--- src/rtl/pipeline_control_unit.sv ---
// Central control for the 5-stage pipeline: EX forwarding selects, load-use stall,
// and the run/step/halt-drain sequencer that gates every stage-register enable.
module pipeline_control_unit #(
    parameter int NB_REG       = 5,
    parameter int DRAIN_CYCLES = 4
) (
    input  logic              i_clk,
    input  logic              i_reset,
    input  logic              i_mode_run,
    input  logic              i_step,
    input  logic              i_halt_detected,
    input  logic [NB_REG-1:0] i_ifid_rs,
    input  logic [NB_REG-1:0] i_ifid_rt,
    input  logic [NB_REG-1:0] i_idex_rs,
    input  logic [NB_REG-1:0] i_idex_rt,
    input  logic              i_idex_mem_read,
    input  logic [NB_REG-1:0] i_exmem_write_reg,
    input  logic              i_exmem_wb_write,
    input  logic [NB_REG-1:0] i_memwb_write_reg,
    input  logic              i_memwb_wb_write,
    output logic [1:0]        o_corto_rs,
    output logic [1:0]        o_corto_rt,
    output logic              o_stall,
    output logic              o_pipeline_enable,
    output logic              o_done,
    output logic [2:0]        o_state
);

    typedef enum logic [2:0] {
        IDLE  = 3'd0,
        RUN   = 3'd1,
        STEP  = 3'd2,
        DRAIN = 3'd3,
        DONE  = 3'd4
    } state_t;

    localparam int NB_CNT = (DRAIN_CYCLES < 2) ? 1 : $clog2(DRAIN_CYCLES + 1);
    localparam logic [NB_CNT-1:0] DRAIN_LOAD = NB_CNT'(DRAIN_CYCLES);
    localparam logic [NB_CNT-1:0] CNT_ONE    = NB_CNT'(1);

    state_t            state, state_next;
    logic [NB_CNT-1:0] drain_cnt, drain_cnt_next;
    logic              raw;
    logic              halt_accept;

    // Forwarding: MEM result beats WB result; register 0 is hardwired and never forwarded.
    always_comb begin
        o_corto_rs = 2'b00;
        o_corto_rt = 2'b00;
        if (i_exmem_wb_write && (i_exmem_write_reg == i_idex_rs) && (i_idex_rs != '0))
            o_corto_rs = 2'b10;
        else if (i_memwb_wb_write && (i_memwb_write_reg == i_idex_rs) && (i_idex_rs != '0))
            o_corto_rs = 2'b01;
        if (i_exmem_wb_write && (i_exmem_write_reg == i_idex_rt) && (i_idex_rt != '0))
            o_corto_rt = 2'b10;
        else if (i_memwb_wb_write && (i_memwb_write_reg == i_idex_rt) && (i_idex_rt != '0))
            o_corto_rt = 2'b01;
    end

    assign raw = i_idex_mem_read && (i_idex_rt != '0) &&
                 ((i_idex_rt == i_ifid_rs) || (i_idex_rt == i_ifid_rt));

    // A HALT sitting behind a load-use bubble is not taken; it is re-seen next cycle.
    assign halt_accept = i_halt_detected && o_pipeline_enable && !o_stall;

    always_ff @(posedge i_clk) begin
        if (i_reset) begin
            state     <= IDLE;
            drain_cnt <= '0;
        end else begin
            state     <= state_next;
            drain_cnt <= drain_cnt_next;
        end
    end

    always_comb begin
        state_next     = state;
        drain_cnt_next = drain_cnt;
        unique case (state)
            IDLE: begin
                if (i_mode_run)  state_next = RUN;
                else if (i_step) state_next = STEP;
            end
            RUN: begin
                if (halt_accept) begin
                    state_next     = DRAIN;
                    drain_cnt_next = DRAIN_LOAD;
                end
            end
            STEP: begin
                if (halt_accept) begin
                    state_next     = DRAIN;
                    drain_cnt_next = DRAIN_LOAD;
                end else begin
                    state_next = IDLE;
                end
            end
            DRAIN: begin
                if (!o_stall) begin
                    drain_cnt_next = drain_cnt - CNT_ONE;
                    if (drain_cnt == CNT_ONE) state_next = DONE;
                end
            end
            DONE:    state_next = DONE;
            default: state_next = IDLE;
        endcase
    end

    always_comb begin
        o_pipeline_enable = (state == RUN) || (state == STEP) || (state == DRAIN);
        o_done            = (state == DONE);
        o_stall           = raw && o_pipeline_enable;
        o_state           = state;
    end

endmodule

--- config.mk ---
export PLATFORM = sky130hd
export DESIGN_NAME = pipeline_control_unit
export DESIGN_NICKNAME = d
export VERILOG_FILES = /design/src/rtl/pipeline_control_unit.sv
export SDC_FILE = /design/constraint.sdc
export NUM_CORES = 1
export LEC_CHECK = 0
export CELL_PAD_IN_SITES_DETAIL_PLACEMENT = 2
export CELL_PAD_IN_SITES_GLOBAL_PLACEMENT = 2
export CORE_ASPECT_RATIO = 1.75
export CORE_MARGIN = 3
export CORE_UTILIZATION = 18
export DETAILED_ROUTE_END_ITERATION = 10
export PLACE_DENSITY_LB_ADDON = 0.1
export SKIP_CTS_REPAIR_TIMING = 1
export SLEW_MARGIN = 25
export SYNTH_ARGS = -nofsm -noshare
export SYNTH_HDL_FRONTEND = slang
export SYNTH_SLANG_ARGS = --single-unit
export TNS_END_PERCENT = 5
--- constraint.sdc ---
create_clock -name i_clk -period 2.08 [get_ports i_clk]
set_clock_uncertainty 0.2 [all_clocks]
set_input_delay 0.416 -clock i_clk [delete_from_list [all_inputs] [get_ports i_clk]]
set_output_delay 0.416 -clock i_clk [all_outputs]
set_load 0.01 [all_outputs]
==> results.ini, run 1 <==
[floorplan]
initial_core_util_pct = 19.14
pin_count = 48
core_region_area_sq_um = 4524
row_count = 32
dieHeight_um = 97.75
dieWidth_um = 58.43
die_area_sq_um = 5711

[clock_network]
cts_tree = yes
clock_latency_ns = 0.23
htreeDepth = 1
cts.sinks = 6
numCtsBuffers = 3
root_buffer = clkbuf_8
clock_path_buffers = 2
clk_pin_slew_ns = 0.04

[pwr]
power.density_nw_per_um2 = 366.6
leakagePower_nw = 0.8131
peakVddDrop_mv = 0.2689
p_total_uw = 618.8

[routing]
wl_per_cell_um = 15.94
drtIter0Drc = 7
first_pass_iters = 2
vias = 1022
wl_met2_um = 2142
met3_length_um = 228
ant_nets = 0
routed_wl_um = 3618
avgViaCountPerCell = 4.502
drt-met1-wl_um = 1191
drc = 0
dr.max_layer_used = met4

[cells_and_area]
mostFrequentLayoutCells = buf_4 (25), clkdlybuf4s50_1 (20), xnor2_1 (17), dlymetal6s2s_1 (17)
nets = 218
final_common_cell = buf_4
fillerInstances = 498
regArea_sq_um = 120.1
n_antenna_cell = 0
post-route-util_pct = 37.31
final_area_sq_um = 1688
multiInputGateArea_sq_um = 769.5
syn2layout_area_growth_pct = 94.94
drive_gt1_share_pct = 35.23

[synthesis]
syn_avg_cell_area_sq_um = 8.017
syn_area_sq_um = 865.8
async_reset_ff_share_pct = 0
yosysSeqAreaShare_pct = 13.87
yosys_most_used_dff = dfxtp_1
synthCells = 108
synth_nets = 148
synth_seq_cells = 6
synth_edf_count = 0
yosys_warnings = 0
yosysUniqueCellTypes = 34

[min_path]
holdCritStartpoint = drain_cnt[2]
worstHoldPathType = flip-flop to flip-flop
min_to = drain_cnt[2]
holdPathStages = 2

[timing]
drv_slew = 0
clock.fmax_mhz = 418.0
hold_viol_final = 0
final.period_utilization_pct = 115.0
rsz0062_at_grt = yes
finalSetupViolCount = 8
setup_tns_ns = -1.198
worstMarginPinSlew_ns = 0.2686
slew_headroom_pct = 82.06
fin_ws_ns = -0.3121
fin_crit_ns = 2.392

[setup_path]
reg2reg_setup_slack_ns = 0.34
timing.rr.end = o_state[0]
critical_path_arrival_ns = 1.78
path_max_fanout = 3
required_ns = 1.46
critPathCaptureType = output pin
rr_worst_depth = 7
startpoint_type = input port
r2r-start = o_state[1]
critPathKind = input port to output pin

[outcome]
violations = negative setup slack
status = finished, violations left

[grt]
grt_pass1_vias = 1188
grt_start_max_net_pins = 11
grt_first_pass_wirelength_um = 5595
grt_overflow = 0
grtUsageTotal_pct = 12.81
grt_antenna_before_repair = 0

[flow_run]
drv_cap = 0

[place]
gp_congestion = 0.7748
hpwl_um = 3141
place_area_sq_um = 1559
port_buffers = 47

worst max-delay path, stage by stage:
cell      delay, ns
clkbuf_2       0.10
or4_4          0.54
nor2_4         0.14
nor4_4         0.07
buf_4          0.14
nor4_4         0.20
buf_2          0.17
Yosys cell counts (all sizes together) (2+ instances only):
| cell type | count | share of area [%] |
|---|---|---|
| a21oi | 4 | 2.7 |
| buf | 4 | 4.0 |
| clkbuf | 4 | 1.9 |
| dfxtp | 6 | 14 |
| ha | 2 | 2.9 |
| inv | 5 | 2.2 |
| mux2 | 3 | 5.2 |
| nand2 | 4 | 1.7 |
| nand3 | 2 | 1.2 |
| nand3b | 4 | 4.9 |
| nand4 | 4 | 2.9 |
| nor2 | 10 | 4.6 |
| nor3 | 7 | 5.2 |
| nor4 | 4 | 2.9 |
| o21ai | 4 | 2.3 |
| or4 | 2 | 1.7 |
| xnor2 | 20 | 20 |
| xor2 | 10 | 10 |
through the flow:
step | cells | setup slack (ns) | hold WS, ns
after detailed placement | 222 | -1.019 | 0.3370
after global placement | 222 | -0.9865 | 0.2770
after floorplan | 108 | -0.1508 | 0.2586
final | 227 | -0.3121 | 0.3292
after global routing | 227 | -0.3511 | 0.3617
after CTS | 225 | -1.025 | 0.3434
kinds of logic after synthesis:
family          Yosys count  synth area share, %
xor+xnor                 30                30.35
mux                       3                5.202
fa+ha+maj                 3                4.046
buf+inv                  13                8.092
compound gates           14                11.85
flops                     6                13.87
simple gates             39                26.59
routing by layer:
metal,vias up,GRT usage [%]
met3,5,1.587
met5,-,0
met4,0,4.821
met1,479,11.99
met2,34,26.01
li1,504,-
worst max path at each step:
stage,start,to,slack [ns],cells after the start
floorplan,i_idex_rt[2],o_corto_rt[0],-0.15,5
global placement,i_idex_rt[2],o_stall,-0.99,8
detailed placement,i_idex_rs[1],o_corto_rs[0],-1.02,6
CTS,i_idex_rs[1],o_corto_rs[0],-1.02,6
global route,i_idex_rt[3],o_corto_rt[0],-0.35,7
finish,i_idex_rt[3],o_corto_rt[0],-0.31,7
cell type report:
class                           instances  share of cell area [%]
Inverter                                5                   1.112
Tap cell                               51                   3.781
Sequential cell                         6                   7.116
Multi-Input combinational cell         89                   45.59
Timing Repair Buffer                   73                   39.96
Clock buffer                            3                   2.446
registers in the layout, indices dropped and copies added, names as in the netlist:
| name | flops |
|---|---|
| drain_cnt | 3 |
| o_state | 3 |
where the power goes:
| part | internal (mW) | leakage (nW) | switching, mW |
|---|---|---|---|
| clock | 0.125 | 0.0216 | 0.0564 |
| combinational | 0.173 | 0.742 | 0.135 |
| sequential | 0.124 | 0.0492 | 0.00501 |
| total | 0.422 | 0.813 | 0.196 |
Note: power is estimated with default switching activity, not from simulation.
==> run 2, diff against run 1 <==
--- a/config.mk
+++ b/config.mk
@@ -9,7 +9,7 @@
 export CELL_PAD_IN_SITES_GLOBAL_PLACEMENT = 2
 export CORE_ASPECT_RATIO = 1.75
 export CORE_MARGIN = 3
-export CORE_UTILIZATION = 18
+export CORE_UTILIZATION = 22
 export DETAILED_ROUTE_END_ITERATION = 10
 export PLACE_DENSITY_LB_ADDON = 0.1
 export SKIP_CTS_REPAIR_TIMING = 1
==> constraint.sdc (replaced) <==
create_clock -name i_clk -period 2.8 [get_ports i_clk]
set_clock_uncertainty 0.2 [all_clocks]
set_input_delay 0.56 -clock i_clk [delete_from_list [all_inputs] [get_ports i_clk]]
set_output_delay 0.56 -clock i_clk [all_outputs]
set_load 0.01 [all_outputs]
==> run 2 against run 1 <==
The flow now finishes without violations. Sequential share of layout area is 0.35 points higher. Global-route usage is 2.0 points higher. Count of clock-buffer cells in the layout stayed put. Via count is 1.3% lower. Highest routed layer unchanged.
==> results.ini, run 2 (synthesis gave the netlist of run 1 again) <==
[clock_network]
clk_pin_slew_ns = 0.04
clock_latency_ns = 0.22
htreeDepth = 1
numCtsBuffers = 3
cts_tree = yes
cts.sinks = 6
clock_path_buffers = 2
root_buffer = clkbuf_8

[timing]
setup_tns_ns = 0
clock.fmax_mhz = 365.8
finalSetupViolCount = 0
drv_slew = 0
final.period_utilization_pct = 97.62
hold_viol_final = 0
worstMarginPinSlew_ns = 0.2883
slew_headroom_pct = 80.62
fin_crit_ns = 2.733
fin_ws_ns = 0.06658

[floorplan]
core_region_area_sq_um = 3701
initial_core_util_pct = 23.39
pin_count = 48
dieHeight_um = 88.99
die_area_sq_um = 4754
dieWidth_um = 53.42
row_count = 29

[setup_path]
path_max_fanout = 2
reg2reg_setup_slack_ns = 1.00
critPathCaptureType = output pin
startpoint_type = input port
critical_path_arrival_ns = 1.97
critPathKind = input port to output pin
required_ns = 2.04

[cells_and_area]
n_antenna_cell = 0
syn2layout_area_growth_pct = 85.84
final_common_cell = clkdlybuf4s50_1
finalNonFillerCells = 214
drive_gt1_share_pct = 25.60
mostFrequentLayoutCells = clkdlybuf4s50_1 (30), xnor2_1 (19), buf_4 (16), dlymetal6s2s_1 (14), xor2_1 (9)
fillerInstances = 421
post-route-util_pct = 43.48
nets = 210

[place]
pre_cts_slack_ns = -0.6312
port_buffers = 47
gp_congestion = 0.7280
dp_cells = 210
hpwl_um = 2985

[routing]
vias = 1009
drtIter0Drc = 2
ant_nets = 0
drc = 0
wl_per_cell_um = 17.04
routed_wl_um = 3646
first_pass_iters = 2
avgViaCountPerCell = 4.715

[grt]
grt_antenna_before_repair = 0
grt_overflow = 0
grt_start_max_net_pins = 11
grt_pass1_vias = 1154
grtUsageTotal_pct = 14.79
grt_first_pass_wirelength_um = 5306

[outcome]
status = finished clean

[pwr]
p_int_uw = 306.7
p_sw_uw = 137.1
peakVddDrop_mv = 0.3314
leakagePower_nw = 0.7476
power.density_nw_per_um2 = 275.8
pwr-share-comb_pct = 49.5
clock_power_share_pct = 28.8
power_frac_seq_pct = 21.7
switching_share_pct = 30.88

[min_path]
worstHoldPathType = flip-flop to flip-flop

[flow_run]
drv_cap = 0

-- run 2: stage by stage --
step	cell area [sq um]	hold slack (ns)	total power, mW
finish	1609	0.3490	0.4438
global route	1609	0.3766	0.4732
CTS	1511	0.3572	0.4438
detailed placement	1470	0.3360	0.3109
global placement	1470	0.2748	0.3033
floorplan	865.8	0.2586	0.1996
-- run 2: cell type report --
| type | instances | area [sq um] | share of cell area, % |
|---|---|---|---|
| multi-input combinational | 89 | 738.2 | 45.88 |
| timing repair buffer | 65 | 633.1 | 39.35 |
| sequential | 6 | 120.1 | 7.465 |
| tap | 46 | 57.56 | 3.577 |
| clock buffer | 3 | 41.29 | 2.566 |
| inverter | 5 | 18.77 | 1.166 |
-- run 2: power groups by stage --
| stage | Clock [mW] | Combinational (mW) | Sequential [mW] |
|---|---|---|---|
| after floorplan | 0 | 0.101 | 0.0982 |
| after global placement | 0 | 0.207 | 0.0968 |
| after detailed placement | 0 | 0.213 | 0.0974 |
| after CTS | 0.133 | 0.215 | 0.0963 |
| after global routing | 0.136 | 0.240 | 0.0974 |
| final | 0.128 | 0.220 | 0.0963 |
-- run 2: worst paths after layout --
check | from | to | depth (start not counted)
worst max-delay path | i_ifid_rt[1] | o_stall | 7
worst min-delay path | drain_cnt[2] | drain_cnt[2] | 2
worst max register to register | o_state[2] | o_state[0] | 6
worst min register to register | drain_cnt[2] | drain_cnt[2] | 2
-- run 2: routing by layer --
| layer | wire length (um) | GRT usage, % | share of wire [%] | vias to the layer above |
|---|---|---|---|---|
| met5 | 0 | 0 | 0 | - |
| met3 | 200 | 1.002 | 5.5 | 2 |
| li1 | - | - | - | 491 |
| met4 | 13 | 2.791 | 0.36 | 0 |
| met1 | 1276 | 14.37 | 35 | 485 |
| met2 | 2155 | 31.62 | 59 | 31 |
-- run 2: worst max-delay path: stages --
cell	delay, ns
clkdlybuf4s50_1	0.43
xor2_1	0.16
nor3_2	0.19
nand3_1	0.11
a211o_4	0.36
inv_1	0.05
clkbuf_2	0.12
